<file path="config.mk">
export PLATFORM = sky130hd
export DESIGN_NAME = mem_port_arbiter
export DESIGN_NICKNAME = d
export VERILOG_FILES = /design/src/rtl/mem_port_arbiter.sv
export SDC_FILE = /design/constraint.sdc
export NUM_CORES = 1
export LEC_CHECK = 0
export ABC_AREA = 0
export CAP_MARGIN = 10
export CORE_MARGIN = 2
export CORE_UTILIZATION = 35
export CTS_BUF_LIST = sky130_fd_sc_hd__clkbuf_16
export DETAILED_ROUTE_END_ITERATION = 7
export PLACE_DENSITY = 0.83
export SLEW_MARGIN = 20
export SYNTH_ARGS = -nofsm -noshare
export SYNTH_HDL_FRONTEND = slang
export SYNTH_SLANG_ARGS = --single-unit
</file>
<file path="constraint.sdc">
create_clock -name clk -period 4.7 [get_ports clk]
set_clock_uncertainty 0.15 [all_clocks]
set_input_delay 0.94 -clock clk [delete_from_list [all_inputs] [get_ports clk]]
set_output_delay 0.94 -clock clk [all_outputs]
set_load 0.05 [all_outputs]
</file>
<file path="src/rtl/mem_port_arbiter.sv">
// mem_port_arbiter
// Shares one single-port synchronous SRAM (1-cycle read latency) between the
// fetch port (IF) and the memory-stage port (D). D has fixed priority; IF is
// forced through after STARVE_MAX consecutive denials. Read data is routed
// back to the requester that won the access, one access per cycle.
module mem_port_arbiter #(
    parameter int DATA_W     = 32,
    parameter int SRAM_AW    = 10,
    parameter int STARVE_MAX = 4
) (
    input  logic                clk,
    input  logic                rst_n,
    // fetch port
    input  logic                if_req,
    input  logic [31:0]         if_addr,
    output logic                if_valid,
    output logic [DATA_W-1:0]   if_rdata,
    // data port
    input  logic                d_req,
    input  logic                d_we,
    input  logic [31:0]         d_addr,
    input  logic [DATA_W-1:0]   d_wdata,
    input  logic [DATA_W/8-1:0] d_be,
    output logic                d_valid,
    output logic [DATA_W-1:0]   d_rdata,
    // pipeline hazard outputs
    output logic                stall_if,
    output logic                stall_mem,
    // SRAM side
    output logic                sram_en,
    output logic                sram_we,
    output logic [DATA_W/8-1:0] sram_be,
    output logic [SRAM_AW-1:0]  sram_addr,
    output logic [DATA_W-1:0]   sram_wdata,
    input  logic [DATA_W-1:0]   sram_rdata
);

    localparam int              BE_W       = DATA_W / 8;
    localparam logic [3:0]      STARVE_LIM = 4'(STARVE_MAX);

    // What the SRAM owes in the cycle after a grant.
    typedef enum logic [1:0] {
        RESP_NONE,
        RESP_IF_RD,
        RESP_D_RD,
        RESP_D_WR
    } resp_t;

    resp_t               resp_state;
    resp_t               resp_next;
    logic [3:0]          starve_cnt;
    logic                grant_if;
    logic                grant_d;
    logic [DATA_W-1:0]   if_rdata_q;
    logic [DATA_W-1:0]   d_rdata_q;

    // Only word-address bits inside the SRAM reach it; the rest wrap away.
    logic unused_addr_bits;
    assign unused_addr_bits = ^{if_addr[31:SRAM_AW+2], if_addr[1:0],
                                d_addr[31:SRAM_AW+2], d_addr[1:0]};

    // Per-cycle grant: D wins unless IF has been denied STARVE_MAX times in a row.
    always_comb begin
        // NOTE: every combinational output gets a default first so no path leaves it unassigned (no latch).
        grant_if = 1'b0;
        grant_d  = 1'b0;
        if (rst_n) begin
            if (d_req && !(if_req && starve_cnt == STARVE_LIM)) begin
                grant_d = 1'b1;
            end else if (if_req) begin
                grant_if = 1'b1;
            end
        end
    end

    // Drive the SRAM from the winner; everything is forced low while in reset.
    always_comb begin
        sram_en    = grant_if | grant_d;
        sram_we    = grant_d & d_we;
        sram_be    = '0;
        sram_addr  = '0;
        sram_wdata = rst_n ? d_wdata : '0;
        if (grant_d) begin
            sram_addr = d_addr[SRAM_AW+1:2];
            if (d_we) begin
                sram_be = d_be;
            end
        end else if (grant_if) begin
            sram_addr = if_addr[SRAM_AW+1:2];
        end
    end

    assign stall_if  = rst_n & if_req & ~grant_if;
    assign stall_mem = rst_n & d_req & ~grant_d;

    // Count consecutive cycles in which IF asked but D took the SRAM.
    always_ff @(posedge clk or negedge rst_n) begin
        // NOTE: sequential state uses non-blocking assignments so all registers update together at the edge.
        if (!rst_n) begin
            starve_cnt <= '0;
        end else if (!if_req || grant_if) begin
            starve_cnt <= '0;
        end else if (grant_d && starve_cnt < STARVE_LIM) begin
            starve_cnt <= starve_cnt + 4'd1;
        end
    end

    // Response state register: remembers what this cycle's grant owes next cycle.
    always_ff @(posedge clk or negedge rst_n) begin
        if (!rst_n) begin
            resp_state <= RESP_NONE;
        end else begin
            resp_state <= resp_next;
        end
    end

    // Next response state from this cycle's grant, plus response outputs.
    always_comb begin
        resp_next = RESP_NONE;
        if (grant_if) begin
            resp_next = RESP_IF_RD;
        end else if (grant_d) begin
            resp_next = d_we ? RESP_D_WR : RESP_D_RD;
        end
        if_valid = (resp_state == RESP_IF_RD);
        d_valid  = (resp_state == RESP_D_RD) || (resp_state == RESP_D_WR);
        if_rdata = (resp_state == RESP_IF_RD) ? sram_rdata : if_rdata_q;
        d_rdata  = (resp_state == RESP_D_RD)  ? sram_rdata : d_rdata_q;
    end

    // Hold the last read data for each port so *_rdata stays stable between responses.
    always_ff @(posedge clk or negedge rst_n) begin
        // NOTE: these are plain registers, not a memory array, so they take the reset value directly.
        if (!rst_n) begin
            if_rdata_q <= '0;
            d_rdata_q  <= '0;
        end else begin
            if (resp_state == RESP_IF_RD) begin
                if_rdata_q <= sram_rdata;
            end
            if (resp_state == RESP_D_RD) begin
                d_rdata_q <= sram_rdata;
            end
        end
    end

    // Byte-lane width sanity: D byte enables cover the full data word.
    if (BE_W * 8 != DATA_W) begin : g_width_check
        $error("DATA_W must be a multiple of 8");
    end

endmodule

</file>
==> impl_results.md <==
- PwrDens: 432.4 nW/um2
- Total of cells resized after clock tree synthesis: 0
- Run status: completed
- Clock buffers created by TritonCTS: 9
- Vias in the first global route: roughly 2800
- Clock insertion delay at the later pin of the skew report: roughly 0.32 ns
- Weighted congestion reported at the end of routability-driven placement: just under 0.8
- Placeable core area: ~8700 um2
- Final critical path time including I/O delays and setup: between 4 and 5 ns
- First-pass GRT wire length: 14.23 mm
- TritonCTS clock tree: yes
- Hold-fix buffers at CTS: 0
- Synth Cell Area: around 3100 um2
- Remaining antenna violation count after routing: 0
- Tightest Hold Check Type: input pin to async pin
- Average wire per cell in the routed design: around 17 um
- Vias per std cell: about 4.7
- Net Sw Power: about 900 uW
- FILL cells: 705
- Cell area reported after detailed placement: ~5200 um2
- Worst Max-Slew Pin Slew: just under 1 ns
- Number of buffer cells added on primary ports: roughly 210
- Post-CTS setup buffer count: 0
- RSZ-0062 raised after global routing: no
- Number of register bits inferred by synthesis: 70
- Residual overflow from global routing: 0
- Detailed-route DRC error count: 0
- Die span in x: a little under 100 um
- Detailed-router iteration count before antenna repair: 4
- Critical Path Start Type: input pin
- Detailed placer's ending HPWL: approximately 7.0 mm
- Leakage: around 2.3 nW
- Total Die Area: just under 10000 um2
- Combinational fraction of design power: 0.444
- Register-to-register setup slack: 2.78 ns
- Worst ir drop on vdd: between 0.15 and 0.2 mV
- Asr flop ratio synth: 1.000
- Number of antenna repair diodes: 0
- Std cell rows: 34
- Syn_nets: between 300 and 400
- Top metal layer carrying routed signals: met4
- CTS H-tree lvls: 3
- Pin count of the biggest net entering global routing: 51
- DR WL met3: around 670 um
- WS Path Type: input pin to output pin
- Number of slew-limit violations in the final report: 0
- Worst r2r path cells: 2
- Final design area excluding fillers: 5490 um2
- Drt total wl: about 9.0 mm
- Clock transition at the registers of the reported paths: 0.05 ns
- Die height: slightly below 100 um
- Proportion of power drawn by the clock network: 0.244
- Achievable clock frequency: about 240 MHz
- Kind of end point of the critical path: output pin
- Sinks on Clock Net: 70
- Bufs on Longest Clock Path: 2
- Number of antenna violations at the first check in global routing: 0
- Most used DFF post-synth: sky130_fd_sc_hd__dfrtp_1
- Met1 wire length: approximately 3.6 mm
- Total of max-cap violations: 0
- Setup TNS Final: 0 ns
- Overall fraction of global-route tracks in use: 0.1892
- Sw Ratio: 0.3873
- Synth warn: 0
- Source of the worst register-to-register timing path: resp_state[0]$_DFF_PN0_
- Violation count after the first detailed-route iteration: 63
- Number of ports placed on the die boundary: about 250
- CTS root buf: sky130_fd_sc_hd__clkbuf_16
- Fraction of final layout cells sized beyond drive strength 1: 0.2465
- Final number of setup-violating endpoints: 0
- NumNets Final: 570
- Required time reported for the critical path endpoint: 3.61 ns
- Count of cell types in the netlist: 31
- Layout area overhead: 76.72%
- Portion of the clock cycle consumed by the worst path in the final layout: 0.8775
- EDFF count, synth: 0
- Post-Synthesis Mean Instance Area: about 14 um2
- Share of total power in sequential cells: 0.313
- Critical R2R Capture: d_rdata_q[30]$_DFF_PN0_
- Int Power: 1.455 mW
- Headroom to the max-slew limit: 0.3390
- Peak fanout along the critical path: 17
- Overall via count from detail_route: 2544
- Sequential share of the synthesized area: 0.5638
- Final hold violation count: 0
- Number of instances in the synthesized netlist: approximately 230
- Arr. time, crit path: around 3.0 ns
- Initial Utilization: 0.3580
- Routed wire length on met2: around 4.6 mm
## final cells by class
type,instances,area (um2),share of cell area
timing repair buffer,210,2069,0.3769
sequential,70,1752,0.3191
multi-input combinational,134,1256,0.2288
clock buffer,9,225.2,0.04102
tap,108,135.1,0.02461
clock inverter,5,30.03,0.005469
inverter,6,22.52,0.004102
## cell usage after synthesis (2+ instances only)
library cell | number | area [um2]
sky130_fd_sc_hd__clkbuf_1 | 4 | 15.01
sky130_fd_sc_hd__and3_1 | 6 | 37.54
sky130_fd_sc_hd__a22o_2 | 10 | 100.1
sky130_fd_sc_hd__mux2_1 | 3 | 33.78
sky130_fd_sc_hd__buf_4 | 4 | 30.03
sky130_fd_sc_hd__and2_1 | 32 | 200.2
sky130_fd_sc_hd__dfrtp_1 | 70 | 1752
sky130_fd_sc_hd__buf_2 | 5 | 25.02
sky130_fd_sc_hd__nor2_1 | 2 | 7.510
sky130_fd_sc_hd__ha_1 | 2 | 25.02
sky130_fd_sc_hd__inv_1 | 6 | 22.52
sky130_fd_sc_hd__mux2_2 | 62 | 698.2
## layout by cell type, fill, tap and decap left out, drive strengths merged, types with 2 or more instances in the layout
cell	instances
clkdlybuf4s50	197
and2	33
a21oi	2
clkinv	3
mux2	65
and3	7
clkbuf	9
a22o	10
inv	7
ha	2
buf	13
nor2	2
dfrtp	70
## worst max-delay path by stage
stage / from / end / slack, ns / depth (start not counted)
after floorplan: rst_n / sram_be[0] / 1.61 / 5
after global placement: d_req / sram_be[0] / 0.61 / 5
after detailed placement: d_req / sram_be[0] / 0.58 / 5
after CTS: d_req / sram_be[0] / 0.57 / 5
after global routing: d_req / sram_be[0] / 0.45 / 5
final: d_req / sram_be[0] / 0.58 / 5
## critical path, stage by stage
cell,delay (ns)
sky130_fd_sc_hd__clkdlybuf4s50_1,0.57
sky130_fd_sc_hd__nand2_1,0.14
sky130_fd_sc_hd__a21oi_4,0.35
sky130_fd_sc_hd__and3_1,0.22
sky130_fd_sc_hd__clkdlybuf4s50_1,0.81
## per-layer routing
layer | GRT usage | vias to the layer above
li1 | - | 1181
met1 | 0.2195 | 1223
met2 | 0.3351 | 128
met3 | 0.05941 | 12
met4 | 0.05796 | 0
met5 | 0 | -
## power by group through the flow
stage                     clock [mW]  sequential [mW]  combinational, mW
after floorplan                    0            0.742              0.686
after detailed placement           0            0.755               1.06
after global placement             0            0.746               1.05
after CTS                      0.593            0.744               1.06
final                          0.579            0.742               1.05
after global routing           0.619            0.753               1.10
## through the flow
stage          cells  hold WS [ns]    util  total power, mW  setup slack [ns]
2_1_floorplan    225        0.3729       -            1.428             1.610
3_3_place_gp     528        0.3183  0.6032            1.793            0.6067
3_5_place_dp     528        0.3326  0.6032            1.814            0.5762
4_1_cts          542        0.3096  0.6326            2.401            0.5655
5_1_grt          542        0.3147  0.6326            2.468            0.4543
6_report         542        0.3178  0.6326            2.374            0.5759
## state kept, by name, summed over array words and instances, names as in the netlist
name and cells:
d_rdata_q 32, if_rdata_q 32, starve_cnt 4, resp_state 2
## logic make-up (layout without fill, tap and decap cells)
logic type      after synthesis  in the layout  share of synthesized area
mux                          65             65                     0.2356
flops                        70             70                     0.5638
fa+ha+maj                     2              2                   0.008053
xor+xnor                      1              1                   0.002820
compound gates               16             16                    0.05074
buf+inv                      21            230                    0.03503
simple gates                 50             50                     0.1039
(Power assumes the default switching activity.)
